[config.mk]
export PLATFORM = sky130hd
export DESIGN_NAME = univ_ff_bank
export DESIGN_NICKNAME = d
export VERILOG_FILES = /design/src/rtl/univ_ff_bank.sv
export SDC_FILE = /design/constraint.sdc
export NUM_CORES = 1
export LEC_CHECK = 0
export CORE_ASPECT_RATIO = 1.1
export CORE_UTILIZATION = 45
export CTS_CLUSTER_SIZE = 25
export DETAILED_ROUTE_END_ITERATION = 7
export GPL_ROUTABILITY_DRIVEN = 1
export PLACE_DENSITY_LB_ADDON = 0.2
export SLEW_MARGIN = 20
export SYNTH_ARGS = -nofsm -noshare
export SYNTH_HDL_FRONTEND = slang
export SYNTH_SLANG_ARGS = --single-unit
[constraint.sdc]
create_clock -name clk -period 6.6 [get_ports clk]
set_clock_uncertainty 0.05 [all_clocks]
set_input_delay 0.99 -clock clk [delete_from_list [all_inputs] [get_ports clk]]
set_output_delay 0.99 -clock clk [all_outputs]
set_load 0.03 [all_outputs]
[src/rtl/univ_ff_bank.sv]
// ============================================================================
// Module   : univ_ff_bank
// Brief    : Bank of WIDTH flip-flops run as D/T/SR/JK under a runtime mode,
//            with sticky SR-illegal error tracking and a saturating
//            transition counter.
// Revision : 1.0 - initial release
// ============================================================================
`default_nettype none

module univ_ff_bank #(
    parameter int               WIDTH     = 8,
    parameter logic [WIDTH-1:0] RESET_VAL = '0,
    parameter int               CNT_W     = 16
) (
    input  logic             clk,
    input  logic             rst,
    input  logic             en,
    input  logic [1:0]       mode,
    input  logic [WIDTH-1:0] a,
    input  logic [WIDTH-1:0] b,
    input  logic             clr_err,
    input  logic             clr_cnt,
    output logic [WIDTH-1:0] q,
    output logic [WIDTH-1:0] qn,
    output logic             sr_err,
    output logic [WIDTH-1:0] err_mask,
    output logic [CNT_W-1:0] chg_cnt
);

    localparam logic [1:0] c_MODE_D  = 2'b00;
    localparam logic [1:0] c_MODE_T  = 2'b01;
    localparam logic [1:0] c_MODE_SR = 2'b10;
    localparam logic [1:0] c_MODE_JK = 2'b11;

    localparam int c_PC_W = $clog2(WIDTH + 1);
    // Normally CNT_W+1; widened only when a full-bank popcount would not fit,
    // so saturation stays correct for narrow counters on wide banks.
    localparam int c_SUM_W = ((CNT_W > c_PC_W) ? CNT_W : c_PC_W) + 1;
    localparam logic [c_SUM_W-1:0] c_CNT_MAX = c_SUM_W'({CNT_W{1'b1}});

    logic [WIDTH-1:0] q_q, q_d;
    logic             sr_err_q, sr_err_d;
    logic [WIDTH-1:0] err_mask_q, err_mask_d;
    logic [CNT_W-1:0] cnt_q, cnt_d;

    logic [WIDTH-1:0]   w_illegal;
    logic [c_PC_W-1:0]  w_popcnt;
    logic [c_SUM_W-1:0] w_sum;

    always_comb begin
        q_d       = q_q;
        w_illegal = '0;
        if (en) begin
            case (mode)
                c_MODE_D: q_d = a;
                c_MODE_T: q_d = q_q ^ a;
                c_MODE_SR: begin
                    for (int i = 0; i < WIDTH; i++) begin
                        case ({a[i], b[i]})
                            2'b10:   q_d[i] = 1'b1;
                            2'b01:   q_d[i] = 1'b0;
                            2'b11:   w_illegal[i] = 1'b1;
                            default: q_d[i] = q_q[i];
                        endcase
                    end
                end
                c_MODE_JK: begin
                    for (int i = 0; i < WIDTH; i++) begin
                        case ({a[i], b[i]})
                            2'b10:   q_d[i] = 1'b1;
                            2'b01:   q_d[i] = 1'b0;
                            2'b11:   q_d[i] = ~q_q[i];
                            default: q_d[i] = q_q[i];
                        endcase
                    end
                end
                default: q_d = q_q;
            endcase
        end
    end

    always_comb begin
        w_popcnt = '0;
        for (int i = 0; i < WIDTH; i++) begin
            w_popcnt = w_popcnt + c_PC_W'(q_d[i] ^ q_q[i]);
        end
    end

    // A fresh illegal event on the clearing edge survives the clear.
    always_comb begin
        err_mask_d = (clr_err ? '0 : err_mask_q) | w_illegal;
        sr_err_d   = (clr_err ? 1'b0 : sr_err_q) | (|w_illegal);
    end

    always_comb begin
        w_sum = c_SUM_W'(clr_cnt ? '0 : cnt_q) + c_SUM_W'(w_popcnt);
        if (w_sum > c_CNT_MAX) begin
            cnt_d = {CNT_W{1'b1}};
        end else begin
            cnt_d = w_sum[CNT_W-1:0];
        end
    end

    always_ff @(posedge clk) begin
        if (rst) begin
            q_q        <= RESET_VAL;
            sr_err_q   <= 1'b0;
            err_mask_q <= '0;
            cnt_q      <= '0;
        end else begin
            q_q        <= q_d;
            sr_err_q   <= sr_err_d;
            err_mask_q <= err_mask_d;
            cnt_q      <= cnt_d;
        end
    end

    assign q        = q_q;
    assign qn       = ~q_q;
    assign sr_err   = sr_err_q;
    assign err_mask = err_mask_q;
    assign chg_cnt  = cnt_q;

endmodule

`default_nettype wire
# Word-level counts from Yosys, hierarchy flattened
# Index checks and enable logic that the tools add are counted.
[totals] reg_bits=33 inputBits=23 output_inout_bits=41 wordCells=94
[op_classes] addsub=8 order_cmp=1 eq_ne=27 n_mux=32 bitwise_logic=20 reduce_logical=2
[op_table] operator="$eq A2 B2 Y1 const B" n=18
[op_table] operator="$mux W16" n=2
[op_table] operator="$mux W8" n=4
[op_table] operator="$pmux W8 S4" n=1
[op_table] operator="$pmux W1 S3" n=8
[op_table] operator="$eq A2 B1 Y1 const B" n=9
[op_table] operator="$add A16 B4 Y17" n=1
[op_table] operator="$gt A17 B16 Y1 const B" n=1
[op_table] operator="$add A4 B1 Y4" n=4
[op_table] operator="$pmux W1 S2" n=8
[op_table] operator="$mux W1" n=9
[op_table] operator="$not A1 Y1" n=8
[op_table] operator="$not A8 Y8" n=1
[op_table] operator="$or A8 B8 Y8" n=1
[op_table] operator="$reduce_or A8 Y1" n=1
[op_table] operator="$xor A1 B1 Y1" n=8
[op_table] operator="$xor A8 B8 Y8" n=1
[op_table] operator="$add A3 B1 Y4" n=1
[op_table] operator="$add A2 B1 Y3" n=1
[op_table] operator="$add A1 B1 Y2" n=1
[op_table] operator="$logic_not A2 Y1" n=1
[op_table] operator="$or A1 B1 Y1" n=1

# Longest topological paths before layout
# Gate-level depths: netlist (run 1).
[depth] word_depth=15 depth_mapped=20 mapped_depth_nobuf=19

# Least setup slack after synthesis (run 1)
# OpenSTA, ideal clock, no wires.
[synth_path] path_type="input to register" from="in b[0]" to="reg cnt_q[10] (netlist: chg_cnt[10])" setup_time_ns=0.141 t_arrival_ns=5.239 path_slack_ns=1.170 path_stages=19 path_cell_list="inv_1 -> ha_1 -> nand3b_1 -> a21oi_1 -> o21ai_0 -> mux2_2 -> fa_1 -> inv_1 -> fa_1 -> inv_1 -> fa_1 -> inv_1 -> fa_1 -> inv_1 -> fa_1 -> nand2b_1 -> a211oi_1 -> nor4bb_1 -> a211oi_1"
[synth_via] elab_chain_cells=15 elab_cells_between_ends=18
[synth_lines] element="start, declared" line_no="20" source="input logic [WIDTH-1:0] b,"
[synth_lines] element="$eq A2 B2 Y1, or another cell as far along" line_no="69" source="case ({a[i], b[i]})"
[synth_lines] element="$pmux W1 S3 / $pmux W1 S2 (equally long branches)" line_no="69, 59"
[synth_lines] element="$pmux W8 S4 (*)" line_no="54" source="case (mode)"
[synth_lines] element="$mux W8 (*)" line_no="53" source="if (en) begin"
[synth_lines] element="$xor A1 B1 Y1 (*)" line_no="85" source="w_popcnt = w_popcnt + c_PC_W'(q_d[i] ^ q_q[i]);"
[synth_lines] element="$add A1 B1 Y2 (*)" line_no="85"
[synth_lines] element="$add A2 B1 Y3 (*)" line_no="85"
[synth_lines] element="$add A3 B1 Y4 (*)" line_no="85"
[synth_lines] element="$add A4 B1 Y4 (*) (4 in a row)" line_no="85"
[synth_lines] element="$add A16 B4 Y17 (*)" line_no="96" source="w_sum = c_SUM_W'(clr_cnt ? '0 : cnt_q) + c_SUM_W'(w_popcnt);"
[synth_lines] element="$gt A17 B16 Y1" line_no="97" source="if (w_sum > c_CNT_MAX) begin"
[synth_lines] element="$mux W16 (*)" line_no="97"
[synth_lines] element="end signal, assigned" line_no="114" source="cnt_q <= cnt_d;"
[synth_lines] element="end, declared" line_no="44" source="logic [CNT_W-1:0] cnt_q, cnt_d;"
# Mark *: on every way between the ends. The rest lies on a longest branch, timed or not.
# A chain may end at the register's enable or synchronous reset.

# Worst setup path in the final report (run 1)
[layout_path] from="in b[1]" to="reg cnt_q[10] (netlist: chg_cnt[10])"
# Same word-level chain as after synthesis.

==> results.yml, run 1 <==
setup_path:
  r2r_end: "chg_cnt[10]"
  cpLargestDelayFamily: "adder cells"
  cpPeakStageDelay_ns: 0.53
  reg2reg_depth: 18
  r2r_start: "q[0]"
  cp.required_ns: 6.72
  cp.depth: 21
  crit_end: "chg_cnt[10]"
  ff2ff_setup_slack_ns: 1.90
  path_max_fanout: 6
  endpoint_kind: "register"
  cp-start-kind: "primary input"
  worst-path-buf-inv: 7
  path_cells: "clkdlybuf4s50_1, inv_1, ha_1, nand3b_1, a21oi_1, o21ai_0, mux2_2, fa_1, inv_1, fa_1, inv_1, fa_1, inv_1, fa_1, inv_1, fa_1, nand2b_1, a211oi_1, buf_4, nor4bb_1, a211oi_1"
  critPathKind: "primary input to register"
  critPathLaunch: "b[1]"
  critPathArrivalTime_ns: 5.94
  slowest_stage: "fa_1"
yosys:
  synthFlopType: "dfxtp_1"
  mappedNetlistArea_sq_um: 2570
  syn-num-nets: 369
  yosysSeqAreaShare: 0.2571
  syn_area_per_cell_sq_um: 8.056
  ys_ff_latch: 33
  synth_cell_type_count: 50
  async_reset_ff_frac: 0
  synth_cells: 319
  yosys_warnings: 0
  synth_edf_count: 0
die:
  ios: 64
  die_y_um: 81.26
  fp.dieW_um: 74.06
  initial_utilization: 0.4733
  row_count: 28
  design.core.area_sq_um: 5430
  dieArea_sq_um: 6018
flow_run:
  max_cap_violations: 0
timing:
  setup_viol: 0
  whs_ns: 0.4241
  finalSetupTns_ns: 0
  tightest_slew_ns: 0.5613
  rsz0062_at_grt: "false"
  slew_violations: 0
  final.min_clock_period_ns: 5.824
  clock.fmax_mhz: 171.7
  finalCritPeriodShare: 0.8824
  slew_headroom: 0.6244
  finalHoldViolCount: 0
  timing.final.ws_setup_ns: 0.7765
route:
  drc: 0
  dr.pass1.iters: 4
  first_iter_violations: 101
  num_vias: 2519
  via_per_inst: 5.464
  wl_per_cell_um: 13.71
  ant_nets: 0
  totalWireLength_um: 6322
clock_tree:
  hold_buffers: 0
  post_cts_resized: 0
  h-tree-depth: 2
  worstSkewPairLatency_ns: 0.28
  cts_buffers: 5
  clock_path_buffers: 2
  ctsRootBufferMaster: "clkbuf_8"
  cts_tree: "built"
  clkTransAtPathRegs_ns: 0.07
  cts.sinks: 33
  cts_setup_buffers: 0
placement:
  gp_routability_congestion: 0.8351
  preCtsSetupSlack_ns: 0.4902
  placed_area_sq_um: 3308
  hpwl_um: 4774
  place_inst: 453
  numPortBuffers: 63
power:
  seq_power_share: 0.381
  leakagePower_nw: 1.297
  ir_worst_vdd_mv: 0.1472
  p_sw_frac: 0.3435
  intPower_uw: 375.0
  combPwrFrac: 0.358
  total_power_uw: 571.3
  power.net_switching_uw: 196.2
  powerDensity_nw_per_um2: 168.3
  clock_power_share: 0.261
final_layout:
  fin_nets: 435
  final_cell_area_sq_um: 3395
  drive_above_1_share: 0.1036
  antenna_cells: 0
  syn2layout_area_growth_pct: 32.08
  n_fill_cell: 502
  postLayoutCoreUtil: 0.6251
  fin_cells: 461
global_routing:
  grt_pass1_wl_um: 10300
  antenna_found_initial: 0
  grt.overflow.total: 0
  grt_use_total: 0.2220
  grt_pass1_vias: 2327
  grt_max_degree: 29
run_status:
  status: "finished, final reports clean"
min_path:
  hp-class: "register to register"
==> cell usage after synthesis (all sizes together) (4+ instances only) <==
| cell type | n | area, sq um |
|---|---|---|
| a211oi | 5 | 37.54 |
| a21o | 4 | 30.03 |
| a21oi | 33 | 165.2 |
| a31o | 4 | 35.03 |
| a31oi | 10 | 62.56 |
| and3 | 7 | 45.05 |
| buf | 5 | 23.77 |
| clkbuf | 8 | 30.03 |
| dfxtp | 33 | 660.6 |
| fa | 5 | 100.1 |
| ha | 22 | 275.3 |
| inv | 26 | 97.59 |
| mux2 | 4 | 45.04 |
| nand2 | 7 | 26.28 |
| nand2b | 13 | 81.33 |
| nand3 | 7 | 40.04 |
| nand3b | 7 | 52.55 |
| nand4 | 8 | 50.05 |
| nor2 | 15 | 56.30 |
| nor2b | 31 | 193.9 |
| nor4 | 4 | 31.28 |
| o21ai | 15 | 75.07 |
| or2 | 9 | 58.81 |
| or3 | 4 | 25.02 |
==> sequential cells by signal, summed over array words and instances, names as in the netlist <==
register / count
err_mask: 8
q: 8
chg_cnt: 16
sr_err: 1
==> power by group through the flow <==
stage	clock network (mW)	registers, mW	logic, mW
global route	0.163	0.219	0.228
finish	0.149	0.218	0.205
global placement	0	0.222	0.202
CTS	0.155	0.218	0.207
detailed placement	0	0.222	0.206
floorplan	0	0.244	0.108
==> cell type report <==
cell class / instances / area [sq um] / share of cell area
inverters: 27 / 101.3 / 0.02986
clock buffers: 5 / 68.82 / 0.02027
multi-input cells: 246 / 1754 / 0.5168
well taps: 75 / 93.84 / 0.02764
repair buffers: 72 / 698.2 / 0.2057
flip-flops and latches: 33 / 660.6 / 0.1946
clock inverters: 3 / 17.52 / 0.005160
==> logic make-up (layout without fill, tap and decap cells) <==
group / count (synthesis) / after routing / synth area share
simple gates: 123 / 123 / 0.2911
buf+inv: 40 / 107 / 0.06037
flops: 33 / 33 / 0.2571
xor+xnor: 4 / 4 / 0.01363
compound gates: 88 / 88 / 0.2142
mux: 4 / 4 / 0.01753
fa+ha+maj: 27 / 27 / 0.1461
==> worst min-delay path by stage <==
stage,from,endpoint,cells after the start
6_report,sr_err,sr_err,2
5_1_grt,sr_err,sr_err,2
4_1_cts,sr_err,sr_err,2
3_5_place_dp,sr_err,sr_err,2
3_3_place_gp,sr_err,sr_err,2
2_1_floorplan,sr_err,sr_err,2
==> layout by cell type (no fill, tap or decap), types with 9 or more instances in the layout <==
master           instances
clkdlybuf4s50_1         63
a21oi_1                 33
nand2b_1                13
ha_1                    22
o21ai_0                 11
inv_1                   26
buf_4                    9
dfxtp_1                 33
nor2_1                  15
a31oi_1                 10
nor2b_1                 31
==> worst reg2reg max path, stage by stage, from the launching register on <==
cell      delay (ns)
dfxtp_1         0.38
inv_1           0.08
and3_1          0.17
o21ai_0         0.21
mux2_2          0.38
fa_1            0.56
inv_1           0.06
fa_1            0.53
inv_1           0.06
fa_1            0.46
inv_1           0.09
fa_1            0.20
inv_1           0.06
fa_1            0.39
nand2b_1        0.20
a211oi_1        0.23
buf_4           0.18
nor4bb_1        0.20
a211oi_1        0.11
==> metal layers <==
metal  vias to the layer above  part of all wire  global-route usage
met4                         0            0.0074             0.05962
met2                        48              0.51              0.4191
met3                         5             0.034             0.03846
met1                      1193              0.44              0.2519
li1                       1273                 -                   -
met5                         -                 0                   0
Power figures use the tool's default switching activity.
==> inputs of run 2 (changes only) <==
CORE_UTILIZATION = 50   (was 45)
==> run 2 against run 1 <==
Non-clock buffer count decreased by 2. Register-to-register slack lost 0.18 ns. Routed wire length up 2.0%. Sequential cell count did not move. Combinational power is essentially flat. Worst hold slack got worse by 0.0038 ns. Count of clock-buffer cells in the layout grew 2. Sequential power barely moved. Worst setup slack worse by 0.23 ns. Via count is 0.44% higher. Clock power rose by 36%. Maximum frequency decreased by 3.8%. Largest cell class unchanged.
==> results.yml, run 2 (same netlist as run 1, synthesis figures left out) <==
route:
  num_vias: 2530
  drc: 0
  totalWireLength_um: 6448
  via_per_inst: 5.724
  first_iter_violations: 115
  wl_per_cell_um: 14.59
  dr.pass1.iters: 4
  ant_nets: 0
die:
  fp.dieW_um: 70.36
  design.core.area_sq_um: 4966
  die_y_um: 77.19
  row_count: 27
  initial_utilization: 0.5175
  ios: 64
  dieArea_sq_um: 5431
clock_tree:
  worstSkewPairLatency_ns: 0.29
  hold_buffers: 0
  clkTransAtPathRegs_ns: 0.07
  h-tree-depth: 2
  cts_buffers: 5
  post_cts_resized: 0
  clock_path_buffers: 2
  cts_setup_buffers: 0
  cts_tree: "built"
  cts.sinks: 33
  ctsRootBufferMaster: "clkbuf_8"
final_layout:
  fin_nets: 433
  layout_common_cells: "63 x clkdlybuf4s50_1, 33 x a21oi_1, 33 x dfxtp_1, 31 x nor2b_1, 26 x inv_1"
  antenna_cells: 0
  syn2layout_area_growth_pct: 31.84
  final_common_cell: "clkdlybuf4s50_1"
  n_fill_cell: 416
  drive_above_1_share: 0.09635
  final_cell_area_sq_um: 3388
  largest_register_ffs: 16
setup_path:
  worst-path-buf-inv: 5
  cp-start-kind: "primary input"
  endpoint_kind: "register"
  slowest_stage: "clkdlybuf4s50_1"
  cpLargestDelayFamily: "adder cells"
  path_max_fanout: 20
  cp.required_ns: 6.76
  critPathKind: "primary input to register"
  cpPeakStageDelay_ns: 0.74
  critPathArrivalTime_ns: 6.21
  crit_top_cell: "fa_1"
  path_cells: "clkdlybuf4s50_1, nand2b_1, or2_2, nand4_1, mux2_2, fa_1, inv_1, fa_1, inv_1, fa_1, inv_1, fa_1, inv_1, fa_1, nand2b_1, a21oi_1, nand3_1, a31oi_1"
timing:
  clock.fmax_mhz: 165.2
  setup_viol: 0
  slew_violations: 0
  tightest_slew_ns: 0.6368
  slew_headroom: 0.5741
  finalCritPeriodShare: 0.9171
  finalSetupTns_ns: 0
  finalHoldViolCount: 0
  rsz0062_at_grt: "false"
  final.min_clock_period_ns: 6.053
global_routing:
  grt.overflow.total: 0
  grt_pass1_wl_um: 10790
  grt_max_degree: 29
  grt_pass1_vias: 2476
  grt_use_total: 0.2453
  antenna_found_initial: 0
min_path:
  hp-class: "register to register"
power:
  leakagePower_nw: 1.303
  ir_worst_vdd_mv: 0.1217
  powerDensity_nw_per_um2: 184.0
placement:
  hpwl_um: 4689
  numPortBuffers: 63
  gp_routability_congestion: 0.8343
  placed_area_sq_um: 3272
run_status:
  status: "finished, final reports clean"
flow_run:
  max_cap_violations: 0
[run 2: final cells by class]
type,count,area (sq um),share of cell area
timing repair buffer,70,683.2,0.2016
tap,58,72.57,0.02142
inverter,27,101.3,0.02991
clock buffer,7,86.33,0.02548
sequential,33,660.6,0.1950
clock inverter,1,30.03,0.008863
multi-input combinational,246,1754,0.5177
[run 2: worst paths after layout]
kind                              start           to  slack, ns  cells past startpoint
worst max-delay path            mode[0]  chg_cnt[15]       0.55                     18
worst min-delay path             sr_err       sr_err       0.42                      2
worst max register to register     q[0]  chg_cnt[15]       1.72                     17
worst min register to register   sr_err       sr_err       0.42                      2
[run 2: power breakdown]
part	switching, mW	leakage, nW	internal, mW
registers	0.00665	0.268	0.211
clock network	0.0791	0.0585	0.123
logic	0.112	0.977	0.0913
total	0.198	1.30	0.425
[run 2: tightest hold or removal path: cells and delay by family (launching register included)]
family	cells	cell delay, ns
flip-flops	1	0.31
AO/OA/AOI/OAI	1	0.05
AND/OR/NAND/NOR	1	0.06
[run 2: layer usage]
layer | vias up | track usage | part of all wire
met5 | - | 0 | 0
met4 | 0 | 0.1200 | 0.027
met3 | 18 | 0.04074 | 0.045
met2 | 72 | 0.4362 | 0.49
met1 | 1175 | 0.2795 | 0.43
li1 | 1265 | - | -
[run 2: per-stage QoR]
step	util	std cells	hold slack [ns]	total power [mW]	setup WS, ns
floorplan	-	319	0.5470	0.3523	1.170
global placement	0.6589	434	0.4087	0.4212	0.3499
detailed placement	0.6589	434	0.4129	0.4251	0.2599
CTS	0.6823	442	0.4227	0.6286	0.5651
global route	0.6823	442	0.4635	0.6597	0.1675
finish	0.6823	442	0.4203	0.6235	0.5470
